==> config.mk <==
export PLATFORM = sky130hd
export DESIGN_NAME = bomb_blast_ctrl
export DESIGN_NICKNAME = d
export VERILOG_FILES = /design/src/rtl/maze_pkg.sv /design/src/rtl/maze_cell_step.sv /design/src/rtl/bomb_blast_ctrl.sv
export SDC_FILE = /design/constraint.sdc
export NUM_CORES = 1
export LEC_CHECK = 0
export CELL_PAD_IN_SITES_DETAIL_PLACEMENT = 0
export CELL_PAD_IN_SITES_GLOBAL_PLACEMENT = 1
export CORE_MARGIN = 5
export CORE_UTILIZATION = 35
export CTS_CLUSTER_SIZE = 8
export DETAILED_ROUTE_END_ITERATION = 10
export GPL_TIMING_DRIVEN = 0
export PLACE_DENSITY_LB_ADDON = 0.1
export REMOVE_ABC_BUFFERS = 1
export SYNTH_ARGS = -nofsm -noshare
export SYNTH_HDL_FRONTEND = slang
export SYNTH_SLANG_ARGS = --single-unit
export TNS_END_PERCENT = 50
==> constraint.sdc <==
create_clock -name clk -period 8.1 [get_ports clk]
set_input_delay 2.025 -clock clk [delete_from_list [all_inputs] [get_ports clk]]
set_output_delay 2.025 -clock clk [all_outputs]
set_load 0.02 [all_outputs]
==> src/rtl/maze_pkg.sv <==
// Shared maze definitions: grid size, tile codes, and the state and direction
// encodings used by the maze-side controllers.
package maze_pkg;

    localparam int MAZEX = 25;
    localparam int MAZEY = 17;

    localparam logic [3:0] TILE_EMPTY = 4'd0;
    localparam logic [3:0] TILE_HARD  = 4'd1;
    localparam logic [3:0] TILE_BRICK = 4'd2;

    typedef enum logic [2:0] {
        IDLE,
        RD,
        EV,
        WR,
        DONE
    } state_t;

    typedef enum logic [1:0] {
        DIR_XP,
        DIR_XN,
        DIR_YP,
        DIR_YN
    } dir_t;

endpackage

==> src/rtl/maze_cell_step.sv <==
// Target cell of a move of 'step' cells from (x, y) in direction 'dir', and
// whether that cell lies inside the maze.
module maze_cell_step #(
    parameter int MAZEX = maze_pkg::MAZEX,
    parameter int MAZEY = maze_pkg::MAZEY
) (
    input  logic [4:0]     x_i,
    input  logic [4:0]     y_i,
    input  maze_pkg::dir_t dir_i,
    input  logic [2:0]     step_i,
    output logic [4:0]     tx_o,
    output logic [4:0]     ty_o,
    output logic           in_bounds_o
);
    import maze_pkg::*;

    localparam logic signed [5:0] XMAX = 6'(MAZEX - 1);
    localparam logic signed [5:0] YMAX = 6'(MAZEY - 1);

    logic signed [5:0] sx;
    logic signed [5:0] sy;
    logic signed [5:0] ds;

    // Six signed bits are enough: a step past either edge goes negative or
    // beyond the maximum index, never wraps back into range for valid cells.
    always_comb begin
        sx = $signed({1'b0, x_i});
        sy = $signed({1'b0, y_i});
        ds = $signed({3'b000, step_i});
        case (dir_i)
            DIR_XP:  sx = sx + ds;
            DIR_XN:  sx = sx - ds;
            DIR_YP:  sy = sy + ds;
            default: sy = sy - ds;
        endcase
    end

    assign tx_o        = sx[4:0];
    assign ty_o        = sy[4:0];
    assign in_bounds_o = !sx[5] && !sy[5] && (sx <= XMAX) && (sy <= YMAX);

endmodule

==> src/rtl/bomb_blast_ctrl.sv <==
// Bomb blast controller: walks the four flame arms of one explosion through the
// maze tile RAM, erasing bricks and stopping at walls, bricks and the maze edge.
module bomb_blast_ctrl #(
    parameter int MAZEX = maze_pkg::MAZEX,
    parameter int MAZEY = maze_pkg::MAZEY
) (
    input  logic       clk,
    input  logic       reset_n,
    input  logic       active,
    input  logic       blast_req,
    input  logic [4:0] blast_x,
    input  logic [4:0] blast_y,
    input  logic [2:0] blast_range,
    output logic [9:0] ram_raddr,
    input  logic [3:0] ram_rdata,
    output logic [9:0] ram_waddr,
    output logic [3:0] ram_wdata,
    output logic       ram_we,
    output logic       busy,
    output logic       done,
    output logic [2:0] bricks
);
    import maze_pkg::*;

    state_t     state_q, state_d;
    dir_t       dir_q, dir_d;
    logic [4:0] x_q, x_d;
    logic [4:0] y_q, y_d;
    logic [2:0] range_q, range_d;
    logic [2:0] step_q, step_d;
    logic [2:0] bricks_q, bricks_d;
    logic [9:0] raddr_q, raddr_d;
    logic [9:0] waddr_q;
    logic       we_q, busy_q, done_q;

    logic       accept;
    logic       end_arm;
    logic [3:0] step_nxt;
    logic [4:0] cont_tx, cont_ty;
    logic       cont_ok;
    logic [4:0] arm_tx [4];
    logic [4:0] arm_ty [4];
    logic [3:0] arm_ok;
    logic [2:0] arm_from;
    logic       arm_found;
    dir_t       arm_dir;

    // NOTE: every signal written in an always_comb gets a default first, so no
    // path through the block leaves it unassigned and infers a latch.
    always_comb begin
        accept  = (state_q == IDLE) && blast_req;
        x_d     = accept ? blast_x : x_q;
        y_d     = accept ? blast_y : y_q;
        range_d = accept ? blast_range : range_q;
    end

    assign step_nxt = {1'b0, step_q} + 4'd1;

    // First cell of every arm, evaluated against the bomb cell of this blast
    // (the incoming request while IDLE) so out-of-bounds arms cost no cycles.
    for (genvar d = 0; d < 4; d++) begin : g_arm
        maze_cell_step #(.MAZEX(MAZEX), .MAZEY(MAZEY)) u_arm (
            .x_i         (x_d),
            .y_i         (y_d),
            .dir_i       (dir_t'(2'(d))),
            .step_i      (3'd1),
            .tx_o        (arm_tx[d]),
            .ty_o        (arm_ty[d]),
            .in_bounds_o (arm_ok[d])
        );
    end

    maze_cell_step #(.MAZEX(MAZEX), .MAZEY(MAZEY)) u_cont (
        .x_i         (x_q),
        .y_i         (y_q),
        .dir_i       (dir_q),
        .step_i      (step_nxt[2:0]),
        .tx_o        (cont_tx),
        .ty_o        (cont_ty),
        .in_bounds_o (cont_ok)
    );

    always_comb begin
        arm_from  = (state_q == IDLE) ? 3'd0 : ({1'b0, dir_q} + 3'd1);
        arm_found = 1'b0;
        arm_dir   = DIR_XP;
        for (int i = 3; i >= 0; i--) begin
            if (arm_ok[i] && (3'(i) >= arm_from)) begin
                arm_found = 1'b1;
                arm_dir   = dir_t'(i[1:0]);
            end
        end
    end

    always_comb begin
        state_d  = state_q;
        dir_d    = dir_q;
        step_d   = step_q;
        bricks_d = bricks_q;
        raddr_d  = raddr_q;
        end_arm  = 1'b0;
        case (state_q)
            IDLE: begin
                if (blast_req) begin
                    bricks_d = '0;
                    dir_d    = DIR_XP;
                    step_d   = 3'd1;
                    if (blast_range == 3'd0) state_d = DONE;
                    else                     end_arm = 1'b1;
                end
            end
            RD: begin
                if (!active) state_d = EV;
            end
            EV: begin
                if (ram_rdata == TILE_HARD) begin
                    end_arm = 1'b1;
                end else if (ram_rdata == TILE_BRICK) begin
                    state_d = WR;
                end else if ((step_nxt > {1'b0, range_q}) || !cont_ok) begin
                    end_arm = 1'b1;
                end else begin
                    step_d  = step_nxt[2:0];
                    raddr_d = {cont_ty, cont_tx};
                    state_d = RD;
                end
            end
            WR: begin
                bricks_d = bricks_q + 3'd1;
                end_arm  = 1'b1;
            end
            DONE:    state_d = IDLE;
            default: state_d = IDLE;
        endcase

        // Leaving an arm (or starting the first) jumps straight to the next
        // in-bounds arm; with none left the blast is finished.
        if (end_arm) begin
            step_d = 3'd1;
            if (arm_found) begin
                dir_d   = arm_dir;
                raddr_d = {arm_ty[arm_dir], arm_tx[arm_dir]};
                state_d = RD;
            end else begin
                state_d = DONE;
            end
        end
    end

    // NOTE: state registers use non-blocking assignments so every flop samples
    // the pre-edge values of the others, independent of statement order.
    always_ff @(posedge clk or negedge reset_n) begin
        if (!reset_n) begin
            state_q  <= IDLE;
            dir_q    <= DIR_XP;
            x_q      <= '0;
            y_q      <= '0;
            range_q  <= '0;
            step_q   <= '0;
            bricks_q <= '0;
            raddr_q  <= '0;
            waddr_q  <= '0;
            we_q     <= 1'b0;
            busy_q   <= 1'b0;
            done_q   <= 1'b0;
        end else begin
            state_q  <= state_d;
            dir_q    <= dir_d;
            x_q      <= x_d;
            y_q      <= y_d;
            range_q  <= range_d;
            step_q   <= step_d;
            bricks_q <= bricks_d;
            raddr_q  <= raddr_d;
            // The cell being evaluated is still on the read address in EV.
            if (state_d == WR) waddr_q <= raddr_q;
            we_q     <= (state_d == WR);
            busy_q   <= (state_d != IDLE);
            done_q   <= (state_d == DONE);
        end
    end

    assign ram_raddr = raddr_q;
    assign ram_waddr = waddr_q;
    assign ram_wdata = TILE_EMPTY;
    assign ram_we    = we_q;
    assign busy      = busy_q;
    assign done      = done_q;
    assign bricks    = bricks_q;

endmodule

; ---- After elaboration in Yosys (flattened, before gate mapping)
; Index checks and enable logic that the tools add are counted.
[word_totals]
ff_bits = 47
out_inout_bits = 30
inputBits = 21
wordCells = 137
[op_classes]
n_eq_ne = 14
bitwise_logic = 1
n_addsub = 11
muxes = 52
reduce_logical = 33
order_cmp = 14
[op_table]
columns = operator, count
row1 = $mux W10, 6
row2 = $mux W3, 15
row3 = $le A6 B6 Y1 const B, 6
row4 = $mux W5, 6
row5 = $pmux W6 S2, 2
row6 = $bmux W5 S2, 2
row7 = $logic_and A1 B1 Y1, 16
row8 = $mux W2, 8
row9 = $add A5 B1 Y6 const B, 2
row10 = $add A5 B3 Y6, 2
row11 = $ne A3 B3 Y1 const B, 4
row12 = $pmux W3 S2, 2
row13 = $pmux W3 S4, 1
row14 = $sub A5 B1 Y6 const B, 2
row15 = $sub A5 B3 Y6, 2
row16 = $le A5 B5 Y1 const B, 2
row17 = $eq A3 B2 Y1 const B, 3
row18 = $mux W1, 9
row19 = $logic_not A1 Y1, 7
row20 = $ge A1 B3 Y1 const A, 2
row21 = $ge A2 B3 Y1 const A, 2
row22 = $logic_not A3 Y1, 2
row23 = $reduce_bool A3 Y1, 2
row24 = $reduce_and A5 Y1, 1
row25 = other kinds (19), 19

; ---- Logic depth before layout (Yosys ltp)
; Gate-level depths: netlist (run 1).
[logic_depth]
ltp_word = 18
mapped_depth = 18
ltp_nobuf = 14

; ---- Hierarchy
; A second synthesis (run 1) with hierarchy kept.
[unflattened]
hier_cells = 770
area_unflattened_um2 = 6391.1
[modules_own_cells]
columns = mod, area_per_inst_um2, seq_area_each_um2, instances, cells_each
row1 = maze_cell_step at g_arm[0].u_arm ..., 744.5, 0.0, 4, 106
row2 = bomb_blast_ctrl, 2647.5, 1176.1, 1, 248
row3 = maze_cell_step at g_arm[1].u_arm, 765.7, 0.0, 1, 98

; ---- Worst setup path before layout (run 1)
; No wires, ideal clock.
[synth_path]
path_kind = input-to-reg
start = in blast_req
end = reg raddr_q[3] (netlist: ram_raddr[3])
path_slack_ns = 2.561
stages = 16
setup_ns = 0.084
arrival_ns = 5.455
required_ns = 8.016
n_path_buf = 4
cell_sequence = nor4b_1 -> buf_4 -> buf_2 -> buf_1 -> mux2i_1 -> inv_1 -> ha_1 -> nand3_1 -> xnor2_1 -> a21oi_1 -> o31ai_1 -> a21bo_1 -> buf_2 -> nor2_1 -> or4b_1 -> a41oi_2
[synth_rtl]
columns = element, line
row1 = from (decl), bomb_blast_ctrl.sv:10  ; input logic blast_req,
row2 = to (signal assigned), bomb_blast_ctrl.sv:174  ; raddr_q <= raddr_d;
row3 = to (decl), bomb_blast_ctrl.sv:32  ; logic [9:0] raddr_q, raddr_d;

==> impl_metrics.py, run 1 <==
metrics = {
    "run_status": {
        "status": "finished clean",
    },
    "global_route": {
        "grt_max_degree": 31,
        "grt.met3_usage_pct": 2.09,
        "gr-total-overflow": 0,
        "grt_use_total_pct": 17.8,
        "first_global_vias": 3669,
        "use_met1_pct": 23.6,
        "busiest_layer": "met2",
        "antenna_found_initial": 0,
        "grt_pass1_wl_um": 20300,
        "grt.met2_usage_pct": 30.9,
    },
    "clock_tree": {
        "clock_latency_ps": 290,
        "clock_path_buffers": 2,
        "h-tree-depth": 2,
        "cts_tree": "done",
        "numCtsBuffers": 5,
        "cts-root-buf": "clkbuf_16",
        "post_cts_buffers": 0,
        "hold_buffers": 0,
        "ctsResizeCount": 0,
        "clkSinkCount": 47,
        "clkTransAtPathRegs_ps": 70,
    },
    "drt": {
        "drt-total-wl_um": 12600,
        "wire_per_inst_um": 19.2,
        "first_pass_iters": 5,
        "ant_nets": 0,
        "via_per_inst": 5.69,
        "drc": 0,
        "drtIter0Drc": 306,
        "vias": 3734,
    },
    "worst_setup_path": {
        "critical-path-slowest-cell": "o31ai_1",
        "worst-path-max-fanout": 11,
        "critPathKind": "in2reg",
        "cp_cell_sequence": "clkdlybuf4s50_1 -> nor4b_2 -> buf_4 -> buf_4 -> mux2i_1 -> inv_1 -> ha_1 -> nand3_1 -> xnor2_1 -> a21oi_1 -> o31ai_1 -> a21bo_1 -> nor2_1 -> or4b_1 -> a41oi_2",
        "path_delay_family": "simple AND/OR/NAND/NOR gates",
        "rr_worst_depth": 14,
        "cp.arrival_ps": 6910,
        "path_buf_inv": 4,
        "path_depth": 15,
        "cp-startpoint": "blast_req",
        "worstPathRequired_ps": 8320,
        "critPathMaxStageDelay_ps": 640,
        "timing.reg2reg.setup_slack_ps": 2990,
        "crit_top_cell": "buf_4",
        "r2r-end": "ram_raddr[3]",
        "reg2reg_from": "state_q[1]",
        "critPathLaunchType": "primary input",
        "cp-end-kind": "register",
    },
    "run": {
        "maxCapViolCount": 0,
    },
    "synthesis": {
        "synthCells": 481,
        "ys.flop_type": "dfrtp_1",
        "async_flop_share_pct": 100,
        "ys_warn_count": 0,
        "synth_area_sq_um": 4160,
        "synth-seq-cells": 47,
        "synth_top_area_share_pct": 28.3,
        "synth_area_leaders": "dfrtp_1, ha_1, mux2i_1",
        "synth.most_common_cell": "dfrtp_1",
        "synth_common_cells": "dfrtp_1, nand2_1, nor2_1",
        "synth_cell_types": 79,
        "postSynthAreaPerCell_sq_um": 8.65,
        "synth_enable_flop_cells": 0,
        "yosys.area.top_type": "dfrtp_1",
        "ys_seq_area_share_pct": 28.3,
    },
    "timing": {
        "hold_viol": 0,
        "rsz0062_at_grt": "no",
        "tightest_slew_ps": 1350,
        "fin_skew_ps": 5.53,
        "max_freq_mhz": 149,
        "finalSetupViolations": 0,
        "whs_ps": 508,
        "period_share_pct": 82.6,
        "max_slew_margin_pct": 9.94,
        "fin_ws_ps": 1410,
        "period_needed_ps": 6690,
        "finalMaxSlewViolations": 0,
    },
    "layout": {
        "n_fill_cell": 1142,
        "multi_input_area_sq_um": 2750,
        "nets": 562,
        "drive_above_1_share_pct": 7.99,
        "area_growth_pct": 17.3,
        "post-route-util_pct": 42.4,
        "seq_area_sq_um": 1180,
        "final_area_sq_um": 4880,
        "insertedDiodeCount": 0,
    },
    "floorplanning": {
        "die_area_sq_um": 14200,
        "pin_count": 51,
        "rows": 39,
        "start_util_pct": 36.1,
        "die_height_um": 119,
        "core_area_sq_um": 11500,
        "die_width_um": 119,
    },
    "hold_path": {
        "hold_end": "ram_waddr[8]",
        "min_from": "ram_waddr[8]",
        "hold_depth": 1,
        "hp-class": "reg2reg",
    },
    "placement": {
        "dp_slack_ps": 1100,
        "place.gp.congestion": 0.890,
        "hpwl_um": 9860,
        "port_buffers": 46,
        "placed_area_sq_um": 4700,
    },
}
==> through the flow <==
stage                     TNS, ps  cells
after detailed placement        0    648
after global placement     -46210    644
after CTS                       0    656
after global routing            0    656
final                           0    656
after floorplan                 0    455
==> registers in the layout, indices dropped and copies added, names as in the netlist, 2 cells and up <==
name	cells
step_q	3
ram_waddr	10
ram_raddr	10
state_q	3
x_q	5
bricks	3
y_q	5
range_q	3
dir_q	2
==> worst reg2reg max path: stages (launching register included) <==
cell and delay [ps]:
dfrtp_1 600, nor4b_2 660, buf_4 280, buf_4 190
mux2i_1 320, inv_1 160, ha_1 310, nand3_1 130
xnor2_1 150, a21oi_1 100, o31ai_1 640, a21bo_1 420
nor2_1 300, or4b_1 560, a41oi_2 210
==> worst max path at each step <==
stage,slack (ps),endpoint
after floorplan,390,ram_raddr[3]
after global placement,-3240,ram_raddr[3]
after detailed placement,1100,ram_raddr[3]
after CTS,1380,ram_raddr[3]
after global routing,950,ram_raddr[3]
final,1410,ram_raddr[3]
==> kinds of logic after synthesis <==
group	Yosys count	synth area share (%)
AO/OA/AOI/OAI	134	23.9
other	1	0.0901
flip-flops	47	28.3
XOR/XNOR	14	2.95
multiplexers	30	7.61
AND/OR/NAND/NOR	170	21.8
adder cells (fa/ha/maj)	30	9.32
buffers and inverters	55	6.07
==> cells in the final DEF (no fill, tap or decap), types with 3 or more instances in the layout <==
master / count
clkbuf_16: 5
or3_1: 3
nand4_1: 3
and2_1: 4
a211oi_1: 5
inv_1: 26
ha_1: 27
dfrtp_1: 47
nor2b_1: 12
nand3_1: 12
nor2_1: 30
nand2b_1: 4
xnor2_1: 11
a31oi_1: 4
nor4_1: 6
xor2_1: 3
nor3_1: 11
a21boi_0: 5
nor3b_1: 11
o211ai_1: 9
nand2_1: 43
a21oi_1: 29
buf_4: 3
clkdlybuf4s50_1: 45
o31ai_1: 7
and3_1: 8
a21o_1: 3
mux2_2: 12
o21ai_0: 23
o2111ai_1: 5
or4_1: 3
mux2i_1: 17
o221ai_1: 4
o21a_1: 7
conb_1: 4
nand3b_1: 3
==> metal layers <==
layer / share of wire (%) / vias to the layer above
met3: 2.8 / 14
met2: 49 / 69
met1: 47 / 1818
met4: 1.5 / 0
met5: 0 / -
li1: - / 1833
==> cell type report <==
| cell class | instances | area share [%] |
|---|---|---|
| clock buffers | 6 | 2.85 |
| inverters | 26 | 2.00 |
| flip-flops and latches | 47 | 24.1 |
| multi-input cells | 382 | 56.4 |
| well taps | 143 | 3.67 |
| clock inverters | 2 | 0.795 |
| repair buffers | 50 | 10.2 |
Power of run 1 is left out: the tool's default activity adds up to more than one toggle a clock period on the data nets, which glitch-free logic cannot reach.
==> inputs of run 2 (changes only) <==
Clock period 8.1 ns to 5.8 ns, I/O delays scaled along.
==> impl_metrics.py, run 2 (synthesis gave the netlist of run 1 again) <==
metrics = {
    "run_status": {
        "status": "finished clean",
    },
    "timing": {
        "finalMaxSlewViolations": 0,
        "fin_skew_ps": 4.41,
        "finalSetupViolations": 0,
        "setup_tns_ps": 0,
        "rsz0062_at_grt": "no",
        "period_needed_ps": 5440,
        "tightest_slew_ps": 1340,
        "period_share_pct": 93.9,
        "max_freq_mhz": 184,
        "max_slew_margin_pct": 10.4,
        "hold_viol": 0,
    },
    "global_route": {
        "grt_pass1_wl_um": 20400,
        "antenna_found_initial": 0,
        "grt_use_total_pct": 17.8,
        "first_global_vias": 3685,
        "grt_max_degree": 31,
        "gr-total-overflow": 0,
    },
    "worst_setup_path": {
        "path_delay_family": "simple AND/OR/NAND/NOR gates",
        "critPathLaunchType": "primary input",
        "worst-path-max-fanout": 11,
        "worstPathRequired_ps": 6010,
        "path_buf_inv": 3,
        "critPathMaxStageDelay_ps": 580,
        "critPathKind": "in2reg",
        "cp-end-kind": "register",
        "cp_cell_sequence": "clkdlybuf4s50_1 -> nor4b_4 -> buf_4 -> buf_4 -> mux2i_1 -> ha_1 -> nor3b_1 -> xnor2_1 -> o32a_1 -> o21ai_0 -> a21bo_2 -> nor2_2 -> or4b_1 -> a41oi_2",
        "cp.arrival_ps": 5660,
        "crit_top_cell": "buf_4",
        "critical-path-slowest-cell": "clkdlybuf4s50_1",
    },
    "layout": {
        "nets": 565,
        "drive_above_1_share_pct": 9.69,
        "area_growth_pct": 19.0,
        "layoutNonFillerInstCount": 659,
        "post-route-util_pct": 43.0,
        "insertedDiodeCount": 0,
        "final_common_cell": "dfrtp_1",
        "layout_common_cells": "dfrtp_1, clkdlybuf4s50_1, nand2_1, nor2_1, a21oi_1",
    },
    "clock_tree": {
        "clock_latency_ps": 290,
        "numCtsBuffers": 5,
        "cts_tree": "done",
        "clkSinkCount": 47,
        "clkTransAtPathRegs_ps": 70,
        "hold_buffers": 0,
        "cts-root-buf": "clkbuf_16",
        "clock_path_buffers": 2,
        "h-tree-depth": 2,
    },
    "placement": {
        "port_buffers": 46,
        "place.gp.congestion": 0.890,
        "placed_cells": 648,
        "hpwl_um": 9860,
    },
    "run": {
        "maxCapViolCount": 0,
    },
    "hold_path": {
        "hp-class": "reg2reg",
    },
    "drt": {
        "drtIter0Drc": 278,
        "wire_per_inst_um": 19.1,
        "vias": 3766,
        "first_pass_iters": 4,
        "drt-total-wl_um": 12600,
        "drc": 0,
        "ant_nets": 0,
        "via_per_inst": 5.71,
    },
    "floorplanning": {
        "rows": 39,
        "die_area_sq_um": 14200,
        "die_width_um": 119,
        "core_area_sq_um": 11500,
        "start_util_pct": 36.1,
        "die_height_um": 119,
        "pin_count": 51,
    },
}
-- run 2: path summary, 6_finish.rpt --
check | start | end | slack [ps] | cells after the start
worst min-delay path | ram_waddr[8] | ram_waddr[8] | 510 | 1
worst max register to register | step_q[0] | ram_raddr[8] | 880 | 14
worst max-delay path | blast_req | ram_raddr[3] | 360 | 14
worst min register to register | ram_waddr[8] | ram_waddr[8] | 510 | 1
max in group asynchronous | reset_n | dir_q[0] | 4160 | 2
min in group asynchronous | reset_n | bricks[1] | 1110 | 1
-- run 2: timing repair --
action | 4_1_cts | 5_1_grt
resized for setup | 5 | 3
pin swaps | 1 | 1
setup buffers | 0 | 3
setup endpoints to repair | 14 | 12
-- run 2: final cells by class --
cell class | count | area, sq um
Clock buffer | 6 | 139
Clock inverter | 2 | 38.8
Fill cell | 1142 | 6560
Inverter | 26 | 97.6
Multi-Input combinational cell | 382 | 2790
Sequential cell | 47 | 1180
Tap cell | 143 | 179
Timing Repair Buffer | 53 | 533
-- run 2: stage by stage --
step                      worst slack (ps)  instance area, sq um  hold WS [ps]
after global routing                  76.3                  4950           525
after CTS                              110                  4900           508
final                                  355                  4950           508
after floorplan                      -1340                  4020           452
after detailed placement              -622                  4700           492
after global placement               -4970                  4660           488
-- run 2: per-layer routing --
metal	track usage [%]	share of wire, %	wire, um
met1	23.8	47	5890
met2	30.9	49	6130
met3	2.09	2.8	358
met4	4.13	1.5	186
met5	0	0	0
-- run 2: worst reg2reg max path, cell delays in order, from the launching register on --
cell and delay (ps):
dfrtp_1 470, ha_1 280, ha_1 410, nor3_1 90, nor2_1 180, inv_1 70
ha_1 350, or3b_2 460, a31oi_1 170, nor3_1 110, a211oi_1 530, a2111oi_4 170
a21oi_1 1100, o2111ai_1 260, o211ai_1 180
Power of run 2 is left out for the same reason.
==> patch 1 (settings of run 2) <==
Reset style: synchronous (`reset_n`), changed in one clocked block.
--- a/src/rtl/bomb_blast_ctrl.sv
+++ b/src/rtl/bomb_blast_ctrl.sv
@@ -149,7 +149,7 @@
 
     // NOTE: state registers use non-blocking assignments so every flop samples
     // the pre-edge values of the others, independent of statement order.
-    always_ff @(posedge clk or negedge reset_n) begin
+    always_ff @(posedge clk) begin
         if (!reset_n) begin
             state_q  <= IDLE;
             dir_q    <= DIR_XP;
Formal check against the unedited RTL: differs if reset_n is asserted again (counterexample within 4 cycles, from zero or initial values and one cycle with reset_n low); with reset_n held inactive, the same outputs for 4 cycles.
==> patch 1 against run 2 <==
- design area decreased by 5.5%
- area after synthesis is 4.3% lower
- highest routed layer unchanged
- utilization decreased by 1.5 points
- via count shrank 1.3%
- worst setup slack lost 0.071 ns
- wire length is 4.2% lower
- sequential cell count is the same
==> patch 1: results <==
[run_status]
outcome = complete, no violations

[worst_setup_path]
path_delay_family = simple AND/OR/NAND/NOR gates
crit_fanout = 14
crit_slowest_cell = clkdlybuf4s50_1
max_stage_delay_ns = 0.61
cp.arrival_ns = 5.77

[finish]
diodes = 0
drive_gt1_frac = 0.0807
layout.nets = 582
fillCellCount = 1197

[clocking]
clk_latency_ns = 0.31
cts_max_level = 2
numCtsBuffers = 5
clkTransAtPathRegs_ns = 0.07

[power]
p_sw_frac = 0.437
power.leakage_nw = 1.84

[yosys]
synthArstFlopShare = 0
synth_commonest_cells = nor2_1 (54), dfxtp_1 (47), nand2_1 (43)
ys_top_cells_by_area = dfxtp_1 (24%), ha_1 (8.5%), mux2i_1 (7.5%)
seq_area_frac_synth = 0.236
yosys_warnings = 0

[grt]
grt_pass1_vias = 3678
antenna_found_initial = 0
grt_pass1_wl_um = 19300
met2_usage = 0.295
gr-usage-all-layers = 0.183
grt_use_met3 = 0.0306
grt_max_degree = 37
grt_use_met1 = 0.253

[route]
via_per_inst = 5.50
drtIter0Drc = 225
wl_um = 12000
route.detailed.drc = 0

[worst_hold_path]
hp-class = reg -> reg

[placed_design]
post-place-ws_ns = -0.774
dpl.hpwl_um = 9170
gp_congestion = 0.840

[job]
maxCapViolations = 0

[sta]
relSlewSlack = 0.154
skew_ns = 0.00481
-- patch 1: repair_timing --
item / 4_1_cts / 5_1_grt
gates resized for setup: 2 / 3
pin swaps: 0 / 0
setup endpoints to repair: 14 / 10
buffers inserted: 3 / 0
-- patch 1: worst min-delay path, stage by stage (launching register included) --
cell and delay, ns:
dfxtp_1 0.31, nand2_1 0.05, a21oi_1 0.05
-- patch 1: cell type report --
| cell class | instances | area share |
|---|---|---|
| multi-input combinational | 400 | 0.599 |
| tap | 143 | 0.0382 |
| clock inverter | 3 | 0.00428 |
| inverter | 27 | 0.0217 |
| timing repair buffer | 51 | 0.109 |
| sequential | 47 | 0.201 |
| clock buffer | 5 | 0.0267 |
-- patch 1: power by group through the flow --
stage,clock (mW),combinational [mW],sequential [mW]
floorplan,0,0.466,0.411
global placement,0,0.681,0.406
detailed placement,0,0.687,0.407
CTS,0.315,0.699,0.399
global route,0.327,0.781,0.405
finish,0.308,0.711,0.400
-- patch 1: kinds of logic (layout without fill, tap and decap cells) --
| family | after synthesis | count (layout) | synth area share |
|---|---|---|---|
| AO/OA/AOI/OAI | 128 | 128 | 0.226 |
| flip-flops | 47 | 47 | 0.236 |
| multiplexers | 35 | 35 | 0.0895 |
| AND/OR/NAND/NOR | 186 | 186 | 0.243 |
| adder cells (fa/ha/maj) | 30 | 30 | 0.0974 |
| buffers and inverters | 62 | 86 | 0.0697 |
| other | 1 | 4 | 0.000942 |
| XOR/XNOR | 17 | 17 | 0.0374 |
-- patch 1: path summary, 6_finish.rpt --
path,to,from,slack (ns),cells after the start
max,ram_raddr[7],blast_req,0.28,14
min,range_q[2],range_q[2],0.46,2
max reg2reg,ram_raddr[0],step_q[0],1.09,14
min reg2reg,range_q[2],range_q[2],0.46,2
-- patch 1: per-stage QoR --
step / setup TNS [ns] / instance area [µm²] / total power [mW] / std cells / hold WS (ns)
4_1_cts: 0 / 4660 / 1.41 / 676 / 0.461
5_1_grt: 0 / 4680 / 1.51 / 676 / 0.483
3_3_place_gp: -21.82 / 4460 / 1.09 / 663 / 0.448
2_1_floorplan: 0 / 3820 / 0.878 / 474 / 0.436
3_5_place_dp: -8.92 / 4480 / 1.09 / 665 / 0.452
6_report: 0 / 4680 / 1.42 / 676 / 0.459
-- patch 1: layer usage --
metal,wire length [µm],part of all wire
met1,6080,0.50
met2,5510,0.46
met3,286,0.024
met4,160,0.013
met5,0,0
==> patch 2 (flow settings as in run 2) <==
Without the edit above. The 5 states of `state_t` get a Gray code encoding in 3 bits.
--- a/src/rtl/maze_pkg.sv
+++ b/src/rtl/maze_pkg.sv
@@ -10,11 +10,11 @@
     localparam logic [3:0] TILE_BRICK = 4'd2;
 
     typedef enum logic [2:0] {
-        IDLE,
-        RD,
-        EV,
-        WR,
-        DONE
+        IDLE = 3'b000,
+        RD   = 3'b001,
+        EV   = 3'b011,
+        WR   = 3'b010,
+        DONE = 3'b110
     } state_t;
 
     typedef enum logic [1:0] {
Check against the original RTL: no difference found for any inputs over 4 cycles, from zero or initial values and one cycle with reset_n low; so few cycles prove little.
==> patch 2 against run 2 <==
- design area decreased by 7.4%
- largest cell class unchanged
- area after synthesis decreased by 7.6%
- via count shrank 7.9%
- sequential cell count unchanged
- utilization fell by 0.51 points
- wire length shrank 9.7%
- first-iteration DRC count down 31%
- critical endpoint is now ram_raddr[8]
- worst setup slack lost 0.070 ns
- synthesized cell count decreased by 3.5%
- clock skew up 0.012 ns
- critical path depth grew 1
Power is left out: the tool's default activity adds up to more than one toggle a clock period on the data nets, which glitch-free logic cannot reach.
==> patch 2: results <==
[clocking]
clkTransAtPathRegs_ns = 0.09
root_buffer = clkbuf_8
clk_latency_ns = 0.32

[sta]
fin_crit_sh = 0.951
tightest_slew_ns = 1.28
skew_ns = 0.0159

[finish]
fillCellCount = 1107
layout.nets = 550
drive_gt1_frac = 0.0800

[yosys]
synth_compound_area_frac = 0.224
seq_area_frac_synth = 0.306
synth_commonest_cells = nand2_1 (48), dfrtp_1 (47), nor2_1 (45)
synth_cell_type_count = 72
synth_fa_ha_area_frac = 0.0983
synthXorXnorAreaFrac = 0.0319
ys_top_cells_by_area = dfrtp_1 (31%), ha_1 (8.8%), nand2_1 (4.7%)
synth.area.mux_share = 0.0534
avgSynthCellArea_um2 = 8.29

[grt]
gr-usage-all-layers = 0.176
grt_pass1_wl_um = 18200

[route]
via_per_inst = 5.42
drt-wirelength-per-cell_um = 17.7
wl_um = 11400
drtIter0Drc = 192

[placed_design]
gp_congestion = 0.816
post-place-ws_ns = -0.633
dpl.cell_count = 632
dpl_cell_area_um2 = 4450
dpl.hpwl_um = 8800

[worst_setup_path]
crit_fanout = 13
cp.arrival_ns = 5.71
reg2reg_slack_ns = 1.16

[run_status]
outcome = complete, no violations
patch 2: area by class of cell:
| class | count | area (µm²) | area share |
|---|---|---|---|
| inverter | 27 | 101 | 0.0221 |
| clock inverter | 2 | 37.5 | 0.00818 |
| timing repair buffer | 51 | 528 | 0.115 |
| tap | 140 | 175 | 0.0382 |
| multi-input combinational | 368 | 2500 | 0.545 |
| sequential | 47 | 1180 | 0.256 |
| clock buffer | 5 | 68.8 | 0.0150 |
patch 2: repair_timing:
| item | 4_1_cts | 5_1_grt |
|---|---|---|
| setup endpoints to repair | 9 | 4 |
| buffers inserted | 1 | 0 |
| resized for setup | 3 | 2 |
patch 2: worst max-delay path: stages:
cell	delay (ns)
clkdlybuf4s50_1	0.69
nor4b_4	0.34
buf_8	0.20
buf_8	0.16
mux2i_1	0.34
ha_1	0.44
nand2_1	0.13
o311a_1	0.14
o211ai_1	0.19
a21oi_1	0.14
o32ai_2	0.42
nand2b_2	0.27
nor4_1	0.46
o21ai_1	0.12
a31o_1	0.22
patch 2: layer usage:
metal  GRT usage  part of all wire  vias up
li1            -                 -     1739
met1       0.237              0.46     1659
met2       0.303              0.48       63
met3      0.0274             0.044        7
met4      0.0329            0.0083        0
met5           0                 0        -
patch 2: worst paths after layout:
kind | start | cells after the start | end
worst max-delay path | blast_req | 15 | ram_raddr[8]
worst min-delay path | range_q[0] | 2 | range_q[0]
worst max register to register | step_q[0] | 13 | ram_raddr[1]
worst min register to register | range_q[0] | 2 | range_q[0]
max in group asynchronous | reset_n | 2 | ram_waddr[3]
min in group asynchronous | reset_n | 1 | range_q[0]
